==> config.mk <==
export PLATFORM = sky130hd
export DESIGN_NAME = writeback_unit
export DESIGN_NICKNAME = d
export VERILOG_FILES = /design/src/rtl/core_pkg.sv /design/src/rtl/wb_fifo.sv /design/src/rtl/writeback_unit.sv
export SDC_FILE = /design/constraint.sdc
export NUM_CORES = 1
export LEC_CHECK = 0
export CORE_MARGIN = 5
export CORE_UTILIZATION = 54
export DETAILED_ROUTE_END_ITERATION = 6
export PLACE_DENSITY = 0.85
export SLEW_MARGIN = 30
export SYNTH_ARGS = -nofsm -noshare
export SYNTH_HDL_FRONTEND = slang
export SYNTH_HIERARCHICAL = 1
export SYNTH_SLANG_ARGS = --single-unit
==> constraint.sdc <==
create_clock -name clk -period 4 [get_ports clk]
set_input_delay 0.8 -clock clk [delete_from_list [all_inputs] [get_ports clk]]
set_output_delay 0.8 -clock clk [all_outputs]
set_load 0.005 [all_outputs]
==> src/rtl/core_pkg.sv <==
// +----------------------------------------------------------------------------+
// | core_pkg: register-file geometry and write-back entry layout                |
// | Revision: 1.0                                                               |
// +----------------------------------------------------------------------------+
`default_nettype none

package core_pkg;
  localparam int REG_ADDR_W   = 5;
  localparam int NUM_REGS     = 32;
  localparam int XLEN_DEFAULT = 32;

  typedef struct packed {
    logic [REG_ADDR_W-1:0]   rd;
    logic [XLEN_DEFAULT-1:0] data;
  } wb_entry_t;
endpackage

`default_nettype wire

==> src/rtl/wb_fifo.sv <==
// +----------------------------------------------------------------------------+
// | wb_fifo: circular queue accepting up to two pushes and one pop per cycle    |
// | Revision: 1.0                                                               |
// +----------------------------------------------------------------------------+
`default_nettype none

module wb_fifo #(
  parameter  int DEPTH = 4,
  parameter  int W     = 37,
  localparam int AW    = $clog2(DEPTH),
  localparam int CW    = $clog2(DEPTH) + 1
) (
  input  logic          clk,
  input  logic          reset,
  input  logic          push0_i,
  input  logic [W-1:0]  data0_i,
  input  logic          push1_i,
  input  logic [W-1:0]  data1_i,
  input  logic          pop_i,
  output logic [CW-1:0] count_o,
  output logic [W-1:0]  head_o
);

  localparam logic [CW-1:0] DEPTH_C = CW'(DEPTH);

  if (DEPTH < 2 || (DEPTH & (DEPTH - 1)) != 0) begin : g_bad_depth
    $error("wb_fifo: DEPTH must be a power of two and at least 2");
  end

  logic [W-1:0]  mem_q [DEPTH];
  logic [AW-1:0] head_q, head_d, tail_q, tail_d;
  logic [CW-1:0] count_q, count_d;
  logic [1:0]    w_n_push;
  logic [AW-1:0] w_idx1;

  always_comb begin
    w_n_push = {1'b0, push0_i} + {1'b0, push1_i};
    // Second push lands behind the first only when both are present.
    w_idx1   = push0_i ? tail_q + AW'(1) : tail_q;
    tail_d   = tail_q + AW'(w_n_push);
    head_d   = head_q + AW'(pop_i);
    count_d  = count_q + CW'(w_n_push) - CW'(pop_i);
  end

  always_ff @(posedge clk or posedge reset) begin
    if (reset) begin
      head_q  <= '0;
      tail_q  <= '0;
      count_q <= '0;
    end else begin
      head_q  <= head_d;
      tail_q  <= tail_d;
      count_q <= count_d;
    end
  end

  always_ff @(posedge clk) begin
    if (push0_i) mem_q[tail_q] <= data0_i;
    if (push1_i) mem_q[w_idx1] <= data1_i;
  end

  assign count_o = count_q;
  assign head_o  = mem_q[head_q];

  a_no_overflow: assert property (@(posedge clk) disable iff (reset) count_q <= DEPTH_C);

endmodule

`default_nettype wire

==> src/rtl/writeback_unit.sv <==
// +----------------------------------------------------------------------------+
// | writeback_unit: arbitrates ALU/LSU results into one register-file write     |
// | port and tracks pending destinations. Revision: 1.0                         |
// +----------------------------------------------------------------------------+
`default_nettype none

module writeback_unit
  import core_pkg::*;
#(
  parameter int DEPTH = 4,
  parameter int XLEN  = 32
) (
  input  logic                  clk,
  input  logic                  reset,
  input  logic                  alu_valid,
  input  logic [REG_ADDR_W-1:0] alu_rd,
  input  logic [XLEN-1:0]       alu_data,
  output logic                  alu_ready,
  input  logic                  lsu_valid,
  input  logic [REG_ADDR_W-1:0] lsu_rd,
  input  logic [XLEN-1:0]       lsu_data,
  output logic                  lsu_ready,
  input  logic                  mark_valid,
  input  logic [REG_ADDR_W-1:0] mark_rd,
  output logic                  wr_en,
  output logic [REG_ADDR_W-1:0] wr_addr,
  output logic [XLEN-1:0]       wr_data,
  output logic [NUM_REGS-1:0]   busy_mask
);

  localparam int              EW      = REG_ADDR_W + XLEN;
  localparam int              CW      = $clog2(DEPTH) + 1;
  localparam logic [CW-1:0]   DEPTH_C = CW'(DEPTH);

  logic [CW-1:0]       w_count, w_free;
  logic [EW-1:0]       w_head;
  logic                w_lsu_push, w_alu_push;
  logic [NUM_REGS-1:0] busy_q, busy_d;

  // Credit comes from the registered count only; a same-cycle pop is not reused.
  assign w_free    = DEPTH_C - w_count;
  assign lsu_ready = (w_free != '0);
  assign alu_ready = (w_free >= CW'(2)) || ((w_free == CW'(1)) && !lsu_valid);

  // Results for x0 finish their handshake but never occupy a slot.
  assign w_lsu_push = lsu_valid && lsu_ready && (lsu_rd != '0);
  assign w_alu_push = alu_valid && alu_ready && (alu_rd != '0);

  wb_fifo #(
    .DEPTH (DEPTH),
    .W     (EW)
  ) u_fifo (
    .clk     (clk),
    .reset   (reset),
    .push0_i (w_lsu_push),
    .data0_i ({lsu_rd, lsu_data}),
    .push1_i (w_alu_push),
    .data1_i ({alu_rd, alu_data}),
    .pop_i   (wr_en),
    .count_o (w_count),
    .head_o  (w_head)
  );

  assign wr_en   = (w_count != '0);
  assign wr_addr = wr_en ? w_head[EW-1 -: REG_ADDR_W] : '0;
  assign wr_data = wr_en ? w_head[XLEN-1:0] : '0;

  always_comb begin
    busy_d = busy_q;
    if (wr_en) busy_d[wr_addr] = 1'b0;
    if (mark_valid && (mark_rd != '0)) busy_d[mark_rd] = 1'b1;
    busy_d[0] = 1'b0;
  end

  always_ff @(posedge clk or posedge reset) begin
    if (reset) busy_q <= '0;
    else       busy_q <= busy_d;
  end

  assign busy_mask = busy_q;

endmodule

`default_nettype wire

# == Word-level counts from Yosys, hierarchy flattened ==
# Memories as Yosys holds them, arrays and structs flattened.
# Cells that the tools add are included.
# totals
reg_bits,38
mem_bits_rw,148
input_bits,84
output_inout_bits,72
memories,1
# op_classes
add_sub_neg,7
order_cmp,5
eq_ne,1
mux,13
bitwise,3
reduce_logical,15
# memory_table
name,words,width,rd,rd_clocked_by_memory_dff,write_ports,line_no,rtl
u_fifo.mem_q,4,37,1,0,2,wb_fifo.sv:30,logic [W-1:0] mem_q [DEPTH];
# ops
cell,n
32-bit 2-to-1 mux,3
32-bit AND,1
32-bit inverter,1
32-bit OR,1
5-bit nonzero test,3
"5-bit by 6-bit < comparator with 1-bit output, second input constant",2
1-bit demux with 5-bit select,2
"5-bit by 1-bit >= comparator with 1-bit output, second input constant",2
1-bit logical AND,8
1-bit 2-to-1 mux,6
3-bit nonzero test,2
5-bit 2-to-1 mux,1
3-bit by 2-bit adder with 3-bit output,1
"3-bit by 1-bit == test with 1-bit output, second input constant",1
"3-bit by 2-bit >= comparator with 1-bit output, second input constant",1
3-bit by 1-bit subtractor with 3-bit output,1
"3-bit subtractor, first input constant",1
1-bit by 1-bit adder with 2-bit output,1
2-bit by 1-bit adder with 2-bit output,1
"2-bit by 1-bit adder with 2-bit output, second input constant",1
2-bit adder,1
2-bit 2-to-1 mux,1
1-bit logical NOT,1
1-bit logical OR,1

# == Longest topological paths before layout ==
# Gate-level depths: netlist of run 1.
# depth
word_depth,11
depth_mapped,14
depth_no_buf,14

# == Modules after synthesis ==
# Netlist of run 1, hierarchy kept.
# by_module_without_submodules
module,instances,cells_each,area_each_um2,seq_area_each_um2
wb_fifo,1,407,7796.2,4619.4
writeback_unit,1,186,1712.9,775.7

# == Least setup slack after synthesis of run 1 ==
# Ideal clock, no wire load.
# synth_path
path_type,register -> register
from,"reg u_fifo.count_q[0], in the netlist u_fifo/count_o[0]"
to,mem u_fifo.mem_q[3][0] (enable)
setup_ps,393
t_arrival_ps,2775
required_ps,3607
path_slack_ps,832
stages_incl_launch_ff,13
path_buffers,3
period_less_slack_ps,3168
path_cell_list,dfrtp_1 -> inv_1 -> ha_1 -> ha_1 -> nand2_1 -> nand2_1 -> a21oi_1 -> buf_4 -> nand4b_1 -> o31ai_2 -> buf_4 -> buf_6 -> a21o_1
# synth_lines
element,line_no,rtl
from (decl),wb_fifo.sv:32,"logic [CW-1:0] count_q, count_d;"
from (signal assigned),wb_fifo.sv:53,count_q <= count_d;
to (decl),wb_fifo.sv:30,

# == Worst setup path after layout of run 1 ==
# layout_path
from,reg u_fifo.head_q[1]
to,out wr_data[31]
# layout_via
elab_chain_len,2
# layout_lines
element,line_no,rtl
from (decl),wb_fifo.sv:31,"logic [AW-1:0] head_q, head_d, tail_q, tail_d;"
from (signal assigned),wb_fifo.sv:47,head_q <= '0;
from (signal assigned),wb_fifo.sv:51,head_q <= head_d;
memory read 4 x 37 bit,-,
net w_head[31],writeback_unit.sv:36,logic [EW-1:0] w_head;
32-bit 2-to-1 mux,writeback_unit.sv:66,assign wr_data = wr_en ? w_head[XLEN-1:0] : '0;
to (decl),writeback_unit.sv:27,"output logic [XLEN-1:0] wr_data,"
# The timed path passes the listed nets, and every way through them passes these cells.

==> results.sh, run 1 <==
export IMPL_fin_crit_sh_pct=85.3
export IMPL_postSynthAreaPerCell_um2=16.0
export IMPL_async_flop_share_pct=20.4
export IMPL_gp_congestion=0.828
export IMPL_wl_um=22500
export IMPL_crit_slowest_cell="dfrtp_2"
export IMPL_rr_endpoint="u_fifo/mem_q[1][23]$_DFFE_PP_"
export IMPL_numCtsBuffers=17
export IMPL_hold_depth=2
export IMPL_hold_buffers=0
export IMPL_wl_per_cell_um=22.8
export IMPL_tritoncts="built"
export IMPL_die_area_um2=20400
export IMPL_place_port_buffers=154
export IMPL_place_area_um2=11300
export IMPL_clockBufferDepth=2
export IMPL_yosys_most_used_dff="edfxtp_1"
export IMPL_syn_cell_area_um2=9510
export IMPL_status="completed"
export IMPL_boundaryPins=156
export IMPL_fin_crit_ns=3.41
export IMPL_antenna_cells=0
export IMPL_setup_slack_ns=0.588
export IMPL_hold_end="busy_mask[14]$_DFF_PP0_"
export IMPL_critPathKind="reg -> out"
export IMPL_num_vias=5875
export IMPL_clk_latency_ns=0.43
export IMPL_worstPathRequired_ns=3.20
export IMPL_drt_iter0_markers=441
export IMPL_maxCapViolCount=0
export IMPL_antenna_found_initial=0
export IMPL_first_pass_iters=5
export IMPL_ys_ff_latch=186
export IMPL_grt_use_met2_pct=37.9
export IMPL_hpwl_um=14600
export IMPL_globalRouteMet1Util_pct=30.0
export IMPL_layout_nets=849
export IMPL_setup_viol_count_final=0
export IMPL_die_w_um=143
export IMPL_syn_nets=693
export IMPL_synth_cell_type_count=43
export IMPL_core_um2=17300
export IMPL_path_cells="buf_4 -> mux4_2 -> nor2b_1 -> clkdlybuf4s50_1"
export IMPL_total_leakage_power_uw=0.00428
export IMPL_detail_route_vias_per_cell=5.95
export IMPL_rows=48
export IMPL_r2r_start="u_fifo/count_o[0]$_DFF_PP0_"
export IMPL_timing_fmax_ghz=0.293
export IMPL_max_stage_delay_ns=0.87
export IMPL_synthTopCellsByArea="edfxtp_1, mux2_2, dfrtp_1"
export IMPL_start_util_pct=55.0
export IMPL_peakVddDrop_mv=0.452
export IMPL_cts_root_buf="clkbuf_16"
export IMPL_layout_drive_gt1_share_pct=28.7
export IMPL_design_area_um2=11900
export IMPL_clock_skew_ns=0.00642
export IMPL_hp_class="reg -> reg"
export IMPL_drv_slew=0
export IMPL_yosysWarnings=6
export IMPL_nFillCells=1133
export IMPL_grt_max_degree=51
export IMPL_clock_sinks=186
export IMPL_r2r_setup_slack_ns=0.71
export IMPL_seq_area_frac_synth_pct=56.7
export IMPL_top_usage_layer="met2"
export IMPL_grt_overflow=0
export IMPL_globalRouteMet3Util_pct=4.05
export IMPL_power_uw=9980
export IMPL_synth_top_area_cell="edfxtp_1"
export IMPL_place_worst_setup_slack_ns=0.298
export IMPL_slew_headroom_pct=34.6
export IMPL_path_max_fanout=27
export IMPL_crit_path_end_kind="output port"
export IMPL_grt_pass1_vias=6176
export IMPL_tightest_slew_ns=0.977
export IMPL_htree_levels=4
export IMPL_die_h_um=143
export IMPL_rsz0062_at_grt="no"
export IMPL_start_kind="register"
export IMPL_grt_pass1_wl_um=34800
export IMPL_cts_repair_resized=0
export IMPL_synth_cells=593
export IMPL_cellPowerDensity_nw_per_um2=840
export IMPL_ff2ff_path_depth=11
export IMPL_track_usage_pct=22.5
export IMPL_postRouteAntennaNets=0
export IMPL_areaGrowthSynthToFinish_pct=25.0
export IMPL_route_detailed_drc=0
export IMPL_crit_arrival_ns=2.61
export IMPL_finalHoldViolations=0
export IMPL_synth_edf_count=148
export IMPL_fin_tns_setup_ns=0
export IMPL_holdCritStartpoint="busy_mask[14]$_DFF_PP0_"
export IMPL_post_cts_buffers=0
export IMPL_yosysTopAreaCellShare_pct=46.7
export IMPL_clkTransAtPathRegs_ns=0.07
power by group:
| part | leakage [uW] | internal (uW) | switching, uW | total (uW) |
|---|---|---|---|---|
| Clock | 0.000263 | 916 | 704 | 1620 |
| Combinational | 0.00220 | 2580 | 2250 | 4830 |
| Sequential | 0.00181 | 3180 | 350 | 3530 |
critical path, delay by kind of cell (launching register included):
kind          cells  cell delay, ns
buf+inv           2            0.83
flops             1            0.87
mux               1            0.34
simple gates      1            0.14
layout by cell type, fill, tap and decap left out, types with 2 or more instances in the layout:
master | synthesis | layout
or4b_1 | 2 | 2
mux2_2 | 87 | 87
nand2b_1 | 3 | 3
inv_2 | 1 | 2
or3_1 | 3 | 3
nand3_1 | 3 | 3
o21ai_1 | 48 | 46
bufinv_16 | 0 | 2
nand4b_1 | 2 | 2
xnor2_1 | 4 | 4
mux4_2 | 37 | 37
clkinv_4 | 0 | 2
nor2b_1 | 37 | 37
nand2_1 | 10 | 8
edfxtp_1 | 148 | 148
clkinvlp_4 | 0 | 3
o31ai_4 | 0 | 2
buf_12 | 0 | 3
dfrtp_2 | 0 | 2
or3b_4 | 2 | 2
nand4bb_1 | 3 | 3
mux2_1 | 23 | 23
nand3b_1 | 6 | 6
inv_1 | 13 | 12
dfrtp_1 | 38 | 36
clkbuf_16 | 0 | 17
o21ai_4 | 0 | 2
clkdlybuf4s50_1 | 0 | 154
nor2_1 | 4 | 4
clkbuf_1 | 5 | 3
a21o_4 | 0 | 2
ha_1 | 15 | 14
o21ai_0 | 16 | 16
nand2_2 | 0 | 2
buf_4 | 5 | 11
clkinv_1 | 0 | 3
or3b_1 | 2 | 2
mux2_4 | 38 | 38
nor3_1 | 2 | 2
cells in the mapped netlist (all sizes together) (2+ instances only):
library cell	instances
nor2b	37
nor3b	2
o21ai	64
nand4bb	3
mux4	37
or3b	4
or4b	3
nand3	3
buf	26
nor3	2
or3	3
xnor2	4
clkbuf	5
nand4b	2
mux2	148
nand2	10
inv	14
ha	15
edfxtp	148
nand2b	3
nand3b	6
dfrtp	38
a21o	2
o31ai	2
nor2	4
worst max-delay path by stage:
stage	endpoint	from
after floorplan	u_fifo/mem_q[3][0]$_DFFE_PP_	u_fifo/count_o[0]$_DFF_PP0_
after global placement	u_fifo/mem_q[1][35]$_DFFE_PP_	lsu_rd[0]
after detailed placement	u_fifo/count_o[2]$_DFF_PP0_	alu_rd[1]
after CTS	wr_data[31]	u_fifo/head_q[1]$_DFF_PP0_
after global routing	wr_data[31]	u_fifo/head_q[1]$_DFF_PP0_
final	wr_data[31]	u_fifo/head_q[1]$_DFF_PP0_
routing by layer:
| metal | up-vias | part of all wire, % |
|---|---|---|
| met5 | - | 0 |
| met4 | 0 | 1.9 |
| met3 | 31 | 6.0 |
| met2 | 211 | 51 |
| met1 | 3017 | 41 |
| li1 | 2616 | - |
through the flow:
| stage | hold slack [ns] | utilization (%) | cells |
|---|---|---|---|
| floorplan | 0.467 | - | 593 |
| global placement | 0.478 | 65.3 | 955 |
| detailed placement | 0.488 | 65.5 | 955 |
| CTS | 0.508 | 68.7 | 987 |
| global route | 0.534 | 68.7 | 987 |
| finish | 0.506 | 68.7 | 987 |
cell type report:
type                            count  area [um2]  area share [%]
Clock buffer                       20         437            3.67
Clock inverter                     12         125            1.05
Inverter                           14        52.6           0.442
Multi-Input combinational cell    362        3910            32.9
Sequential cell                   186        5400            45.4
Tap cell                          225         282            2.37
Timing Repair Buffer              168        1680            14.2
registers in the layout, indices dropped and copies added (netlist names):
signal	cells
busy_mask	31
u_fifo/count_o	3
u_fifo/head_q	2
u_fifo/mem_q	148
u_fifo/tail_q	2
kinds of logic after synthesis:
kind of cell | synth area share [%]
compound gates | 3.95
xor+xnor | 0.461
fa+ha+maj | 2.18
buf+inv | 2.96
flops | 56.7
mux | 27.8
other cells | 0.0394
simple gates | 5.88
Note: power is estimated with default switching activity, not from simulation.
==> inputs of run 2 (changes only) <==
--- a/config.mk
+++ b/config.mk
@@ -8,6 +8,7 @@
 export CORE_MARGIN = 5
 export CORE_UTILIZATION = 54
 export DETAILED_ROUTE_END_ITERATION = 6
+export GPL_TIMING_DRIVEN = 1
 export PLACE_DENSITY = 0.85
 export SLEW_MARGIN = 30
 export SYNTH_ARGS = -nofsm -noshare
==> results of run 2 <==
Final layout, timing and power as in run 1 (identical DEF).
